===== config.mk =====
export PLATFORM = sky130hd
export DESIGN_NAME = restoring_div
export DESIGN_NICKNAME = d
export VERILOG_FILES = /design/src/rtl/arith_pkg.sv /design/src/rtl/div_step.sv /design/src/rtl/restoring_div.sv
export SDC_FILE = /design/constraint.sdc
export NUM_CORES = 1
export LEC_CHECK = 0
export BUFFER_PORTS_ARGS = -buffer_cell sky130_fd_sc_hd__buf_2
export CELL_PAD_IN_SITES_DETAIL_PLACEMENT = 1
export CELL_PAD_IN_SITES_GLOBAL_PLACEMENT = 2
export CORE_UTILIZATION = 35
export DETAILED_ROUTE_END_ITERATION = 10
export PLACE_DENSITY_LB_ADDON = 0.1
export SKIP_CTS_REPAIR_TIMING = 1
export SLEW_MARGIN = 25
export SYNTH_ARGS = -nofsm -noshare
export SYNTH_HDL_FRONTEND = slang
export SYNTH_HIERARCHICAL = 1
export SYNTH_SLANG_ARGS = --single-unit

===== constraint.sdc =====
create_clock -name clk -period 2.87 [get_ports clk]
set_clock_uncertainty 0.15 [all_clocks]
set_input_delay 0.574 -clock clk [delete_from_list [all_inputs] [get_ports clk]]
set_output_delay 0.574 -clock clk [all_outputs]
set_load 0.02 [all_outputs]

===== src/rtl/arith_pkg.sv =====
// Shared definitions for the restoring divider: default widths, counter sizing, FSM states.
package arith_pkg;

  localparam int unsigned DefNDvd = 16;
  localparam int unsigned DefNDvs = 8;

  function automatic int unsigned cnt_width(input int unsigned n);
    return (n > 1) ? $clog2(n) : 1;
  endfunction

  localparam int unsigned DefCntW = cnt_width(DefNDvd);

  typedef enum logic [2:0] {StIdle, StPrep, StDiv, StFix, StDone} state_e;

endpackage


===== src/rtl/div_step.sv =====
// One combinational restoring-division step on an unsigned partial remainder.
module div_step #(
  parameter int unsigned W = 8
) (
  input  logic [W:0]   prem,
  input  logic         din,
  input  logic [W-1:0] dvs,
  output logic [W:0]   nrem,
  output logic         qbit
);

  logic [W+1:0] shifted;
  logic [W+1:0] diff;

  always_comb begin
    shifted = {prem, din};
    diff    = shifted - {2'b00, dvs};
    // The top bit of diff is the borrow: no borrow means the divisor fits.
    qbit    = ~diff[W+1];
    nrem    = qbit ? diff[W:0] : shifted[W:0];
  end

endmodule


===== src/rtl/restoring_div.sv =====
// Multi-cycle signed restoring divider: magnitudes are divided one bit per cycle,
// signs are re-applied at the end. Truncating semantics, remainder follows dividend.
module restoring_div
  import arith_pkg::*;
#(
  parameter int unsigned N_DVD = DefNDvd,
  parameter int unsigned N_DVS = DefNDvs
) (
  input  logic             clk,
  input  logic             rst,
  input  logic [N_DVD-1:0] Y,
  input  logic [N_DVS-1:0] B,
  input  logic             load,
  output logic [N_DVD-1:0] Q,
  output logic [N_DVS-1:0] R,
  output logic             busy,
  output logic             done,
  output logic             dbz,
  output logic             ovf
);

  localparam int unsigned CntW = cnt_width(N_DVD);

  state_e state_q, state_d;

  logic [N_DVD-1:0] y_q;
  logic [N_DVS-1:0] b_q;
  logic [N_DVD-1:0] a_q;      // dividend magnitude, becomes quotient magnitude
  logic [N_DVS-1:0] bmag_q;
  logic [N_DVS:0]   prem_q;
  logic [CntW-1:0]  cnt_q;
  logic             qsign_q;
  logic             rsign_q;
  logic [N_DVD-1:0] q_q;
  logic [N_DVS-1:0] r_q;
  logic             dbz_q;
  logic             ovf_q;

  logic [N_DVS:0]   step_rem;
  logic             step_q;

  div_step #(
    .W(N_DVS)
  ) u_step (
    .prem(prem_q),
    .din (a_q[N_DVD-1]),
    .dvs (bmag_q),
    .nrem(step_rem),
    .qbit(step_q)
  );

  always_ff @(posedge clk) begin
    if (rst) begin
      state_q <= StIdle;
    end else begin
      state_q <= state_d;
    end
  end

  always_comb begin
    state_d = state_q;
    busy    = 1'b0;
    done    = 1'b0;
    unique case (state_q)
      StIdle: begin
        if (load) state_d = StPrep;
      end
      StPrep: begin
        busy = 1'b1;
        // A zero divisor bypasses the iteration loop entirely.
        state_d = (b_q == '0) ? StFix : StDiv;
      end
      StDiv: begin
        busy = 1'b1;
        if (cnt_q == CntW'(N_DVD - 1)) state_d = StFix;
      end
      StFix: begin
        busy    = 1'b1;
        state_d = StDone;
      end
      StDone: begin
        done    = 1'b1;
        state_d = StIdle;
      end
      default: state_d = StIdle;
    endcase
  end

  always_ff @(posedge clk) begin
    if (rst) begin
      y_q     <= '0;
      b_q     <= '0;
      a_q     <= '0;
      bmag_q  <= '0;
      prem_q  <= '0;
      cnt_q   <= '0;
      qsign_q <= 1'b0;
      rsign_q <= 1'b0;
      q_q     <= '0;
      r_q     <= '0;
      dbz_q   <= 1'b0;
      ovf_q   <= 1'b0;
    end else begin
      unique case (state_q)
        StIdle: begin
          if (load) begin
            y_q <= Y;
            b_q <= B;
          end
        end
        StPrep: begin
          a_q     <= y_q[N_DVD-1] ? -y_q : y_q;
          bmag_q  <= b_q[N_DVS-1] ? -b_q : b_q;
          qsign_q <= y_q[N_DVD-1] ^ b_q[N_DVS-1];
          rsign_q <= y_q[N_DVD-1];
          prem_q  <= '0;
          cnt_q   <= '0;
          if (b_q == '0) begin
            q_q   <= '0;
            r_q   <= '0;
            dbz_q <= 1'b1;
            ovf_q <= 1'b0;
          end
        end
        StDiv: begin
          prem_q <= step_rem;
          a_q    <= {a_q[N_DVD-2:0], step_q};
          cnt_q  <= cnt_q + CntW'(1);
        end
        StFix: begin
          if (b_q != '0) begin
            q_q   <= qsign_q ? -a_q : a_q;
            r_q   <= rsign_q ? -prem_q[N_DVS-1:0] : prem_q[N_DVS-1:0];
            dbz_q <= 1'b0;
            // Only most-negative / -1 yields a positive magnitude with the MSB set.
            ovf_q <= ~qsign_q & a_q[N_DVD-1];
          end
        end
        default: ;
      endcase
    end
  end

  assign Q   = q_q;
  assign R   = r_q;
  assign dbz = dbz_q;
  assign ovf = ovf_q;

endmodule


* Word level (Yosys, flattened, before mapping)
Index checks and enable logic that the tools add are counted.
Widths: inputs -> output; s select.
** Storage, ports and cells
- Bits in registers :: 92
- Bits in latches :: 0
- Memory bits (writable) :: 0
- ROM bits :: 0
- Input port bits :: 27
- Output and inout bits :: 28
- Logic and storage cells :: 67
- Memories kept :: 0
** Operators by class
- Add/subtract/negate cells :: 6
- Multiply operators :: 0
- Divide/modulo/power cells :: 0
- Magnitude comparators :: 0
- Equality and inequality tests :: 9
- Shift-type cells :: 0
- Multiplexer cells :: 26
- Bitwise gates (word level) :: 4
- Reduce and logical (&&, ||, !) cells :: 9
** Operators with widths (number)
- $mux 16 :: 4
- $pmux 16 s2 :: 2
- $mux 8 :: 4
- $neg 16->16 :: 2
- $pmux 9 s2 :: 1
- $neg 8->8 :: 2
- $pmux 8 s2 :: 1
- $pmux 3 s4 :: 1
- $sub 10x8->10 :: 1
- $mux 9 :: 1
- $logic_not 8->1 :: 1
- $ne 2x2->1 const B :: 4
- $pmux 4 s2 :: 1
- $reduce_bool 8->1 :: 1
- $mux 1 :: 7
- $eq 3x2->1 const B :: 2
- $mux 3 :: 2
- $add 4x1->4 const B :: 1
- $eq 4x4->1 const B :: 1
- $pmux 1 s2 :: 2
- $reduce_and 2->1 :: 2
- $reduce_bool 2->1 :: 2
- $eq 3x1->1 const B :: 1
- $eq 3x3->1 const B :: 1
- other kinds (6) :: 7

* Logic depth before layout (Yosys ltp)
Gate-level depths: netlist of run 1.
- Depth after elaboration :: 4
- Gate-level depth with buffers :: 12
- Mapped depth without buffers :: 11

* By module
Netlist of run 1, hierarchy kept.
** Modules (own cells, without submodules)
- restoring_div :: times used 1, cells an instance 512, area an instance 4229.1 sq um, sequential area each 1841.8 sq um
- div_step :: times used 1, cells an instance 72, area an instance 565.5 sq um, sequential area each 0.0 sq um

* Worst setup path after synthesis of run 1
No wires, ideal clock.
- Path kind :: register to register
- From :: reg a_q[15]
- To :: reg prem_q[8]
- Setup time :: 0.128 ns
- Arrival :: 2.175 ns
- Required time :: 2.592 ns
- Slack :: 0.418 ns
- Stages on the path, launching flop included :: 11
- Path buffers :: 0
- Period minus slack after synthesis :: 2.452 ns
- Cell sequence :: dfxtp_1 -> inv_1 -> ha_1 -> fa_1 -> nand2b_1 -> a2111oi_0 -> nor2_1 -> or4b_1 -> nand3_1 -> a22oi_1 -> nor2_1
** On the way
- Cells in the longest elaborated chain, start to end :: 3
** Ends and longest elaborated chain
- start: declaration :: RTL line restoring_div.sv:28 : logic [N_DVD-1:0] a_q;
- start signal: assignment :: RTL line restoring_div.sv:112 : a_q <= y_q[N_DVD-1] ? -y_q : y_q;
- start signal: assignment :: RTL line restoring_div.sv:127 : a_q <= {a_q[N_DVD-2:0], step_q};
- $sub 10x8->10 :: RTL line div_step.sv:17 : diff = shifted - {2'b00, dvs};
- $mux 9 :: RTL line div_step.sv:20 : nrem = qbit ? diff[W:0] : shifted[W:0];
- named net step_rem[8] :: RTL line restoring_div.sv:39 : logic [N_DVS:0] step_rem;
- $pmux 9 s2 :: RTL line restoring_div.sv:104 : unique case (state_q)
- end signal: assignment :: RTL line restoring_div.sv:126 : prem_q <= step_rem;
- end: declaration :: RTL line restoring_div.sv:30 : logic [N_DVS:0] prem_q;
The timed path passes the listed nets, and every way through them passes these cells.
A chain may end at the register's enable or synchronous reset.

* Final worst setup path of run 1
- From :: reg prem_q[3]
- To :: reg prem_q[4]
** On the way
- Cells in the longest elaborated chain, start to end :: 3
** Ends and longest elaborated chain (RTL line)
- $sub 10x8->10 :: div_step.sv:17
- $mux 9 (*) :: div_step.sv:20
- named net step_rem[4] :: restoring_div.sv:39
- $pmux 9 s2 (*) :: restoring_div.sv:104
The timed path passes the listed nets; every way through them passes the cells marked *.

==> results of run 1 <==
==> placed cells by master, fill, tap and decap left out, drive strengths merged, types with 10 or more instances in the layout <==
cell and count:
a211oi 13, a21oi 52, a22o 11, a22oi 24, buf 71, clkbuf 14
dfxtp 92, ha 13, inv 20, nand2 83, nor2 67, o21ai 20
o31ai 10, xnor2 23, xor2 22
==> report_power, final <==
group          internal [W]  switching, W  leakage (nW)
combinational      0.000467      0.000611          1.39
clock              0.000743      0.000495         0.149
sequential          0.00136      0.000123         0.747
==> cell usage after synthesis, types with 2 or more instances <==
library cell	instances	share of area (%)
a211o_1	3	0.55
a211oi_1	12	1.9
a21boi_0	4	0.63
a21oi_1	51	5.3
a222oi_1	2	0.42
a22o_1	11	2.0
a22oi_1	24	3.8
a31oi_1	2	0.26
and2_1	4	0.52
buf_1	2	0.16
clkbuf_1	36	2.8
dfxtp_1	92	38
ha_1	13	3.4
inv_1	19	1.5
mux2_4	5	1.6
mux2i_1	4	0.84
nand2_1	82	6.4
nand2b_1	6	0.78
nand3_1	5	0.52
nand3b_1	3	0.47
nor2_1	67	5.2
nor2b_1	4	0.52
nor3_1	7	0.73
nor4_1	3	0.39
o21a_1	2	0.31
o21ai_0	19	2.0
o22ai_1	4	0.52
o2bb2ai_1	3	0.55
o31ai_1	10	1.6
o41ai_1	4	0.73
or3_1	3	0.39
or4_1	3	0.47
or4_4	2	0.47
or4b_1	2	0.42
xnor2_1	23	4.2
xor2_1	22	4.0
==> area by class of cell <==
cell class	instances	area (µm²)	share of cell area (%)
Tap cell	176	220	3.96
Multi-Input combinational cell	432	2730	49.0
Timing Repair Buffer	71	398	7.15
Clock inverter	1	30.0	0.540
Clock buffer	14	274	4.92
Sequential cell	92	1840	33.1
Inverter	20	75.1	1.35
==> registers in the layout (all words and copies together) (netlist names) <==
register / flops
y_q: 16
prem_q: 9
cnt_q: 4
state_q: 3
rsign_q: 1
Q: 16
a_q: 16
qsign_q: 1
b_q: 8
dbz: 1
bmag_q: 8
ovf: 1
R: 8
==> routing by layer <==
metal | share of wire, % | wire [µm] | GRT usage, % | up-vias
met1 | 54 | 6790 | 26.8 | 1898
met4 | 1.5 | 187 | 6.65 | 0
met5 | 0 | 0 | 0 | -
met3 | 3.4 | 430 | 3.02 | 13
li1 | - | - | - | 2119
met2 | 41 | 5210 | 27.3 | 77
==> metrics by stage <==
stage	setup WS, ns	util [%]
global placement	0.239	39.6
floorplan	0.418	-
detailed placement	0.183	39.6
CTS	0.170	41.8
global route	0.00421	41.9
finish	0.147	41.9
==> critical path: stages, from the launching register on <==
cell	delay [ns]
dfxtp_1	0.48
ha_1	0.34
a21oi_1	0.20
nand2_1	0.11
o211a_1	0.21
a211o_1	0.47
mux2_4	0.37
a22oi_1	0.21
nor2_1	0.06
==> worst max-delay path by stage <==
| stage | endpoint | cells past startpoint | start |
|---|---|---|---|
| 2_1_floorplan | prem_q[8] | 10 | a_q[15] |
| 3_3_place_gp | prem_q[8] | 10 | a_q[15] |
| 3_5_place_dp | prem_q[8] | 10 | a_q[15] |
| 4_1_cts | prem_q[4] | 8 | prem_q[3] |
| 5_1_grt | prem_q[4] | 8 | prem_q[3] |
| 6_report | prem_q[4] | 8 | prem_q[3] |
==> logic make-up (layout without fill, tap and decap cells) <==
family          count (synthesis)  in the layout  share of synthesized area [%]
mux                             9              9                           2.40
buf+inv                        60            106                           4.88
xor+xnor                       45             45                           8.22
simple gates                  202            202                           19.3
compound gates                162            162                           23.0
flops                          92             92                           38.4
fa+ha+maj                      14             14                           3.81
==> results_dict.tcl, run 1 <==
set metrics [dict create \
    ios 55 \
    hold_path_class "primary input to flip-flop" \
    holdPathEnd "b_q[6]" \
    hp-start "B[6]" \
    die_w_um 119 \
    fmax_mhz 367 \
    dieHeight_um 119 \
    synth_enable_flop_cells 0 \
    status "complete, no violations" \
    ctsHtreeMaxLevel 3 \
    path_class "flip-flop to flip-flop" \
    viasPerCell 5.10 \
    synth_nets 625 \
    hold_depth 3 \
    reg2reg_to "prem_q[4]" \
    grt_pass1_vias 3958 \
    synth-main-ff-cell "dfxtp_1" \
    grt_pass1_wl_mm 20.7 \
    fin_cells 806 \
    endpoint_kind "flip-flop" \
    cp.arrival_ns 2.81 \
    cp-start-kind "flip-flop" \
    cp.required_ns 2.96 \
    vdd_drop_max_uv 306 \
    grt-ovfl-total 0 \
    timing.final.crit_period_ns 2.72 \
    start_util_pct 36.1 \
    dpl.hpwl_mm 9.42 \
    cts_buffer_depth 2 \
    rows 42 \
    syn_area_per_cell_um2 8.21 \
    clk_pin_slew_worst_paths_ns 0.06 \
    synth_cells 584 \
    clock_latency_ns 0.35 \
    powerDensity_mw_per_mm2 683 \
    wire_per_inst_um 15.7 \
    tightestPinTransition_ns 0.778 \
    via_count 4107 \
    drt_iter0_markers 250 \
    finalCritPeriodShare_pct 94.9 \
    routed_wl_mm 12.6 \
    whs_ns 0.311 \
    synth_cell_types 62 \
    clock-sinks 92 \
    gp_congestion 0.781 \
    root_buffer "clkbuf_16" \
    grt_max_degree 45 \
    portBuffers 54 \
    path_max_fanout 8 \
    tns_ns 0 \
    postRouteAntennaNets 0 \
    postSynth.asyncResetShare_pct 0 \
    r2r_slack_ns 0.15 \
    hold_viol 0 \
    cap_viol_max_count 0 \
    cts_buffers 9 \
    syn2layout_area_growth_pct 16.0 \
    syn_area_mm2 0.00479 \
    cts_tree "done" \
    dr.pass1.iters 4 \
    fillCellCount 1616 \
    core_area_mm2 0.0133 \
    synth_warnings 6 \
    p_leak_nw 2.28 \
    antenna_cells 0 \
    maxSlewViolCount 0 \
    drive_gt1_share_pct 16.5 \
    placed_cell_area_mm2 0.00526 \
    p_total_w 0.00380 \
    r2r_start "prem_q[3]" \
    grt_use_total_pct 18.5 \
    drc 0 \
    synth_seq_cells 92 \
    placedCellCount 791 \
    rsz0062_at_grt "no" \
    fin_area_mm2 0.00556 \
    layout.nets 667 \
    finalSetupViolations 0 \
    slew_headroom_pct 48.0 \
    dieArea_mm2 0.0142 \
    ys_seq_area_share_pct 38.4 \
    antenna_found_initial 0 \
    rr_worst_depth 8 \
]
No activity file was read; power rests on OpenSTA's default activity.
==> inputs of run 2 (changes only) <==
Settings changed: CORE_ASPECT_RATIO set to 1.75.
==> run 2 against run 1 <==
  * Critical path depth is 1 higher
  * Sequential power hardly changed
  * Worst setup slack better by 0.077 ns
  * Combinational power about the same
  * Largest cell class unchanged
  * Wire length up 3.4%
  * Clock power shrank 9.7%
  * Flip-flop and latch count is the same
==> results_dict.tcl, run 2 (synthesis gave the netlist of run 1 again) <==
set metrics [dict create \
    ios 55 \
    core_area_mm2 0.0134 \
    drt_iter0_markers 70 \
    tightestPinTransition_ns 0.827 \
    via_count 4227 \
    drc 0 \
    vdd_drop_max_uv 330 \
    postRouteAntennaNets 0 \
    portBuffers 54 \
    grt_pass1_vias 4325 \
    placedCellCount 792 \
    wire_per_inst_um 16.1 \
    antenna_found_initial 0 \
    final_common_cell "dfxtp_1" \
    fmax_mhz 378 \
    path_class "flip-flop to flip-flop" \
    clk_pin_slew_worst_paths_ns 0.07 \
    layout.nets 670 \
    cap_viol_max_count 0 \
    rows 56 \
    routed_wl_mm 13.0 \
    clock_latency_ns 0.34 \
    drive_gt1_share_pct 17.4 \
    antenna_cells 0 \
    gp_congestion 0.791 \
    cts_buffer_depth 2 \
    dr.pass1.iters 4 \
    cp.required_ns 2.93 \
    finalCritPeriodShare_pct 92.2 \
    rsz0062_at_grt "no" \
    fin_cells 808 \
    grt_pass1_wl_mm 21.4 \
    maxSlewViolCount 0 \
    die_w_um 90.5 \
    tns_ns 0 \
    dieHeight_um 157 \
    status "complete, no violations" \
    fillCellCount 1640 \
    cts_tree "done" \
    timing.final.crit_period_ns 2.65 \
    syn2layout_area_growth_pct 16.0 \
    endpoint_kind "flip-flop" \
    path_max_fanout 8 \
    start_util_pct 35.8 \
    root_buffer "clkbuf_16" \
    grt-ovfl-total 0 \
    ctsHtreeMaxLevel 3 \
    cp_cell_sequence "inv_1, ha_1, nand2b_4, a211oi_4, o21ai_2, a211o_1, mux2_4, a22oi_1, nor2_1" \
    cpPeakStageDelay_ns 0.50 \
    grt_use_total_pct 19.0 \
    dpl.hpwl_mm 10.3 \
    final_cell_mix "dfxtp_1, nand2_1, nor2_1, buf_2, a21oi_1" \
    hold_path_class "primary input to flip-flop" \
    finalSetupViolations 0 \
    hold_viol 0 \
    grt_max_degree 51 \
    clock-sinks 92 \
    cp.arrival_ns 2.71 \
    slew_headroom_pct 44.9 \
    slowest_stage "a211o_1" \
    powerDensity_mw_per_mm2 664 \
    cp-start-kind "flip-flop" \
    p_leak_nw 2.28 \
    cts_buffers 9 \
    viasPerCell 5.23 \
    dieArea_mm2 0.0142 \
]
-- run 2: layer usage --
layer  up-vias  global-route usage, %  share of wire, %
met4         0                   4.84               1.0
li1       2134                      -                 -
met2        48                   37.8                56
met5         -                      0                 0
met3        11                   2.82               2.0
met1      2034                   20.3                41
-- run 2: critical path: cells and delay by family, from the launching register on --
family,cells,cell delay (ns)
multiplexers,1,0.36
AND/OR/NAND/NOR,2,0.22
AO/OA/AOI/OAI,4,1.06
flip-flops,1,0.39
adder cells (fa/ha/maj),1,0.24
buffers and inverters,1,0.08
-- run 2: area by class of cell --
cell class                 instances  area [µm²]  share of cell area (%)
clock buffer                      10         229                    4.12
clock inverter                     6        48.8                   0.877
inverter                          20        75.1                    1.35
multi-input combinational        432        2730                    49.1
sequential                        92        1840                    33.1
tap                              174         218                    3.91
timing repair buffer              74         420                    7.56
-- run 2: path summary, 6_finish.rpt --
kind              startpoint         to  slack, ns  cells past startpoint
setup reg to reg     a_q[15]  prem_q[2]       0.22                      9
hold reg to reg         R[7]       R[7]       0.32                      1
hold / removal          Y[9]     y_q[9]       0.31                      3
setup / recovery     a_q[15]  prem_q[2]       0.22                      9
-- run 2: per-stage QoR --
step | total power [W] | area (µm²) | hold slack [ns] | util (%) | setup slack (ns)
floorplan | 0.00234 | 4790 | 0.279 | - | 0.418
global placement | 0.00259 | 5280 | 0.291 | 39.4 | 0.206
detailed placement | 0.00261 | 5280 | 0.300 | 39.4 | 0.0958
CTS | 0.00373 | 5560 | 0.303 | 41.5 | 0.0636
global route | 0.00390 | 5560 | 0.311 | 41.6 | 0.0747
finish | 0.00369 | 5560 | 0.313 | 41.6 | 0.224
-- run 2: power breakdown --
part           internal [W]  total [W]  switching [W]
Clock              0.000594    0.00112       0.000523
Combinational      0.000480    0.00110       0.000618
Sequential          0.00136    0.00148       0.000120
==> inputs of run 3 (changes only) <==
--- a/config.mk
+++ b/config.mk
@@ -7,4 +7,5 @@
 export LEC_CHECK = 0
 export BUFFER_PORTS_ARGS = -buffer_cell sky130_fd_sc_hd__buf_2
+export CAP_MARGIN = 15
 export CELL_PAD_IN_SITES_DETAIL_PLACEMENT = 1
 export CELL_PAD_IN_SITES_GLOBAL_PLACEMENT = 2
==> constraint.sdc (replaced) <==
create_clock -name clk -period 2.87 [get_ports clk]
set_clock_uncertainty 0.15 [all_clocks]
set_input_delay 0 -clock clk [delete_from_list [all_inputs] [get_ports clk]]
set_output_delay 0 -clock clk [all_outputs]
set_load 0.02 [all_outputs]
==> run 3 against run 2 <==
  * The run now ends with hold timing left
  * Sequential power about the same
  * Die area stayed put
  * Flip-flop and latch count stayed put
  * Combinational power is essentially flat
  * Worst setup slack worse by 0.049 ns
  * Critical path depth stayed put
  * Cell area rose by 4.2%
  * Global-route usage increased by 0.22 points
  * Critical path type unchanged
  * Largest cell class unchanged
  * Largest power group unchanged
==> results_dict.tcl, run 3 (synthesis gave the netlist of run 1 again) <==
set metrics [dict create \
    cp.arrival_ns 2.76 \
    wire_per_inst_um 16.2 \
    drt_iter0_markers 130 \
    clock_latency_ns 0.34 \
    multi_input_area_mm2 0.00273 \
    crit_buf_inv 1 \
    dpl.hpwl_mm 10.3 \
    start_util_pct 35.8 \
    whs_ns -0.0243 \
    slew_headroom_pct 47.0 \
    grt_pass1_wl_mm 21.7 \
    path_class "flip-flop to flip-flop" \
    cts_buffers 9 \
    layout.nets 692 \
    crit_path_end "prem_q[4]" \
    drc 0 \
    dr.pass1.iters 4 \
    tightestPinTransition_ns 0.793 \
    rows 56 \
    antenna_found_initial 0 \
    via_count 4344 \
    cp_cell_sequence "inv_1, ha_1, nand2b_4, a211oi_4, o21ai_2, a211o_1, mux2_4, a22oi_1, nor2_1" \
    ios 55 \
    cp-start-kind "flip-flop" \
    cts_tree "done" \
    root_buffer "clkbuf_16" \
    path_depth 9 \
    fillCellCount 1623 \
    dieHeight_um 157 \
    violations "hold timing" \
    postRouteAntennaNets 0 \
    grt_max_degree 39 \
    grt_pass1_vias 4296 \
    portBuffers 54 \
    final_common_cell "dfxtp_1" \
    fin_area_mm2 0.00579 \
    routed_wl_mm 13.5 \
    tns_ns 0 \
    path_max_fanout 8 \
    grt-ovfl-total 0 \
    viasPerCell 5.23 \
    reg2reg_to "prem_q[4]" \
    timing.final.crit_period_ns 2.70 \
    rr_worst_depth 9 \
    status "complete, but fails checks" \
    final_cell_mix "dfxtp_1, nand2_1, nor2_1, buf_2, a21oi_1" \
    hold_path_class "primary input to flip-flop" \
    rsz0062_at_grt "no" \
    cts_buffer_depth 2 \
    vdd_drop_max_uv 269 \
    cp-startpoint "a_q[15]" \
    clock-sinks 92 \
    hold_viol 14 \
    maxSlewViolCount 0 \
    gp_congestion 0.786 \
    ctsHtreeMaxLevel 3 \
    endpoint_kind "flip-flop" \
    antenna_cells 0 \
    cp.required_ns 2.93 \
    dieArea_mm2 0.0142 \
    grt_use_total_pct 19.2 \
    r2r_slack_ns 0.17 \
    slowest_stage "a211o_1" \
    die_w_um 90.5 \
    placed_cell_area_mm2 0.00528 \
    clk_pin_slew_worst_paths_ns 0.07 \
    ff_latch_area_mm2 0.00184 \
    critPathTopFamily "compound AO/OA/AOI/OAI gates" \
    r2r_start "a_q[15]" \
    fin_util_pct 43.3 \
    drive_gt1_share_pct 16.3 \
    p_leak_nw 2.37 \
    finalSetupViolations 0 \
    cpPeakStageDelay_ns 0.51 \
    powerDensity_mw_per_mm2 644 \
    fmax_mhz 371 \
    cap_viol_max_count 0 \
    syn2layout_area_growth_pct 20.9 \
    finalCritPeriodShare_pct 93.9 \
    core_area_mm2 0.0134 \
]
==> run 3: changes by cell type in the layout (fill, tap and decap cells not counted), sizes merged <==
cell	change
buf	-2
dlygate4sd3	+24
clkinv	-2
clkinvlp	+1
inv	+1
==> run 3: area by class of cell <==
type / count / area share, %
clock buffer: 10 / 3.95
clock inverter: 6 / 0.821
inverter: 20 / 1.30
multi-input combinational: 432 / 47.0
sequential: 92 / 31.8
tap: 174 / 3.76
timing repair buffer: 96 / 11.4
==> run 3: worst min path at each step <==
stage,start,end,slack [ns],depth (start not counted)
after floorplan,Y[13],y_q[13],-0.01,2
after global placement,Y[15],y_q[15],0.09,3
after detailed placement,Y[2],y_q[2],0.1,3
after CTS,Y[9],y_q[9],-0.26,3
after global routing,rst,Q[3],0.01,2
final,rst,R[4],-0.02,2
==> run 3: stage by stage <==
stage / total power (W) / std cells / worst slack [ns] / hold slack (ns)
floorplan: 0.00234 / 584 / 0.418 / -0.0140
global placement: 0.00259 / 790 / 0.223 / 0.0932
detailed placement: 0.00263 / 790 / 0.119 / 0.0991
CTS: 0.00375 / 806 / 0.0969 / -0.264
global route: 0.00394 / 830 / 0.0210 / 0.0114
finish: 0.00373 / 830 / 0.175 / -0.0243
==> run 3: power by group <==
part           switching, W  internal (W)  total, W  leakage [nW]
logic              0.000628      0.000500   0.00113          1.50
registers          0.000122       0.00136   0.00148         0.747
clock network      0.000528      0.000594   0.00112         0.122
==> run 3: metal layers <==
| metal | wire, µm | global-route usage [%] | vias up |
|---|---|---|---|
| met5 | 0 | 0 | - |
| met4 | 180 | 5.99 | 0 |
| met3 | 216 | 2.38 | 11 |
| met2 | 7510 | 37.9 | 48 |
| met1 | 5560 | 20.7 | 2112 |
| li1 | - | - | 2173 |
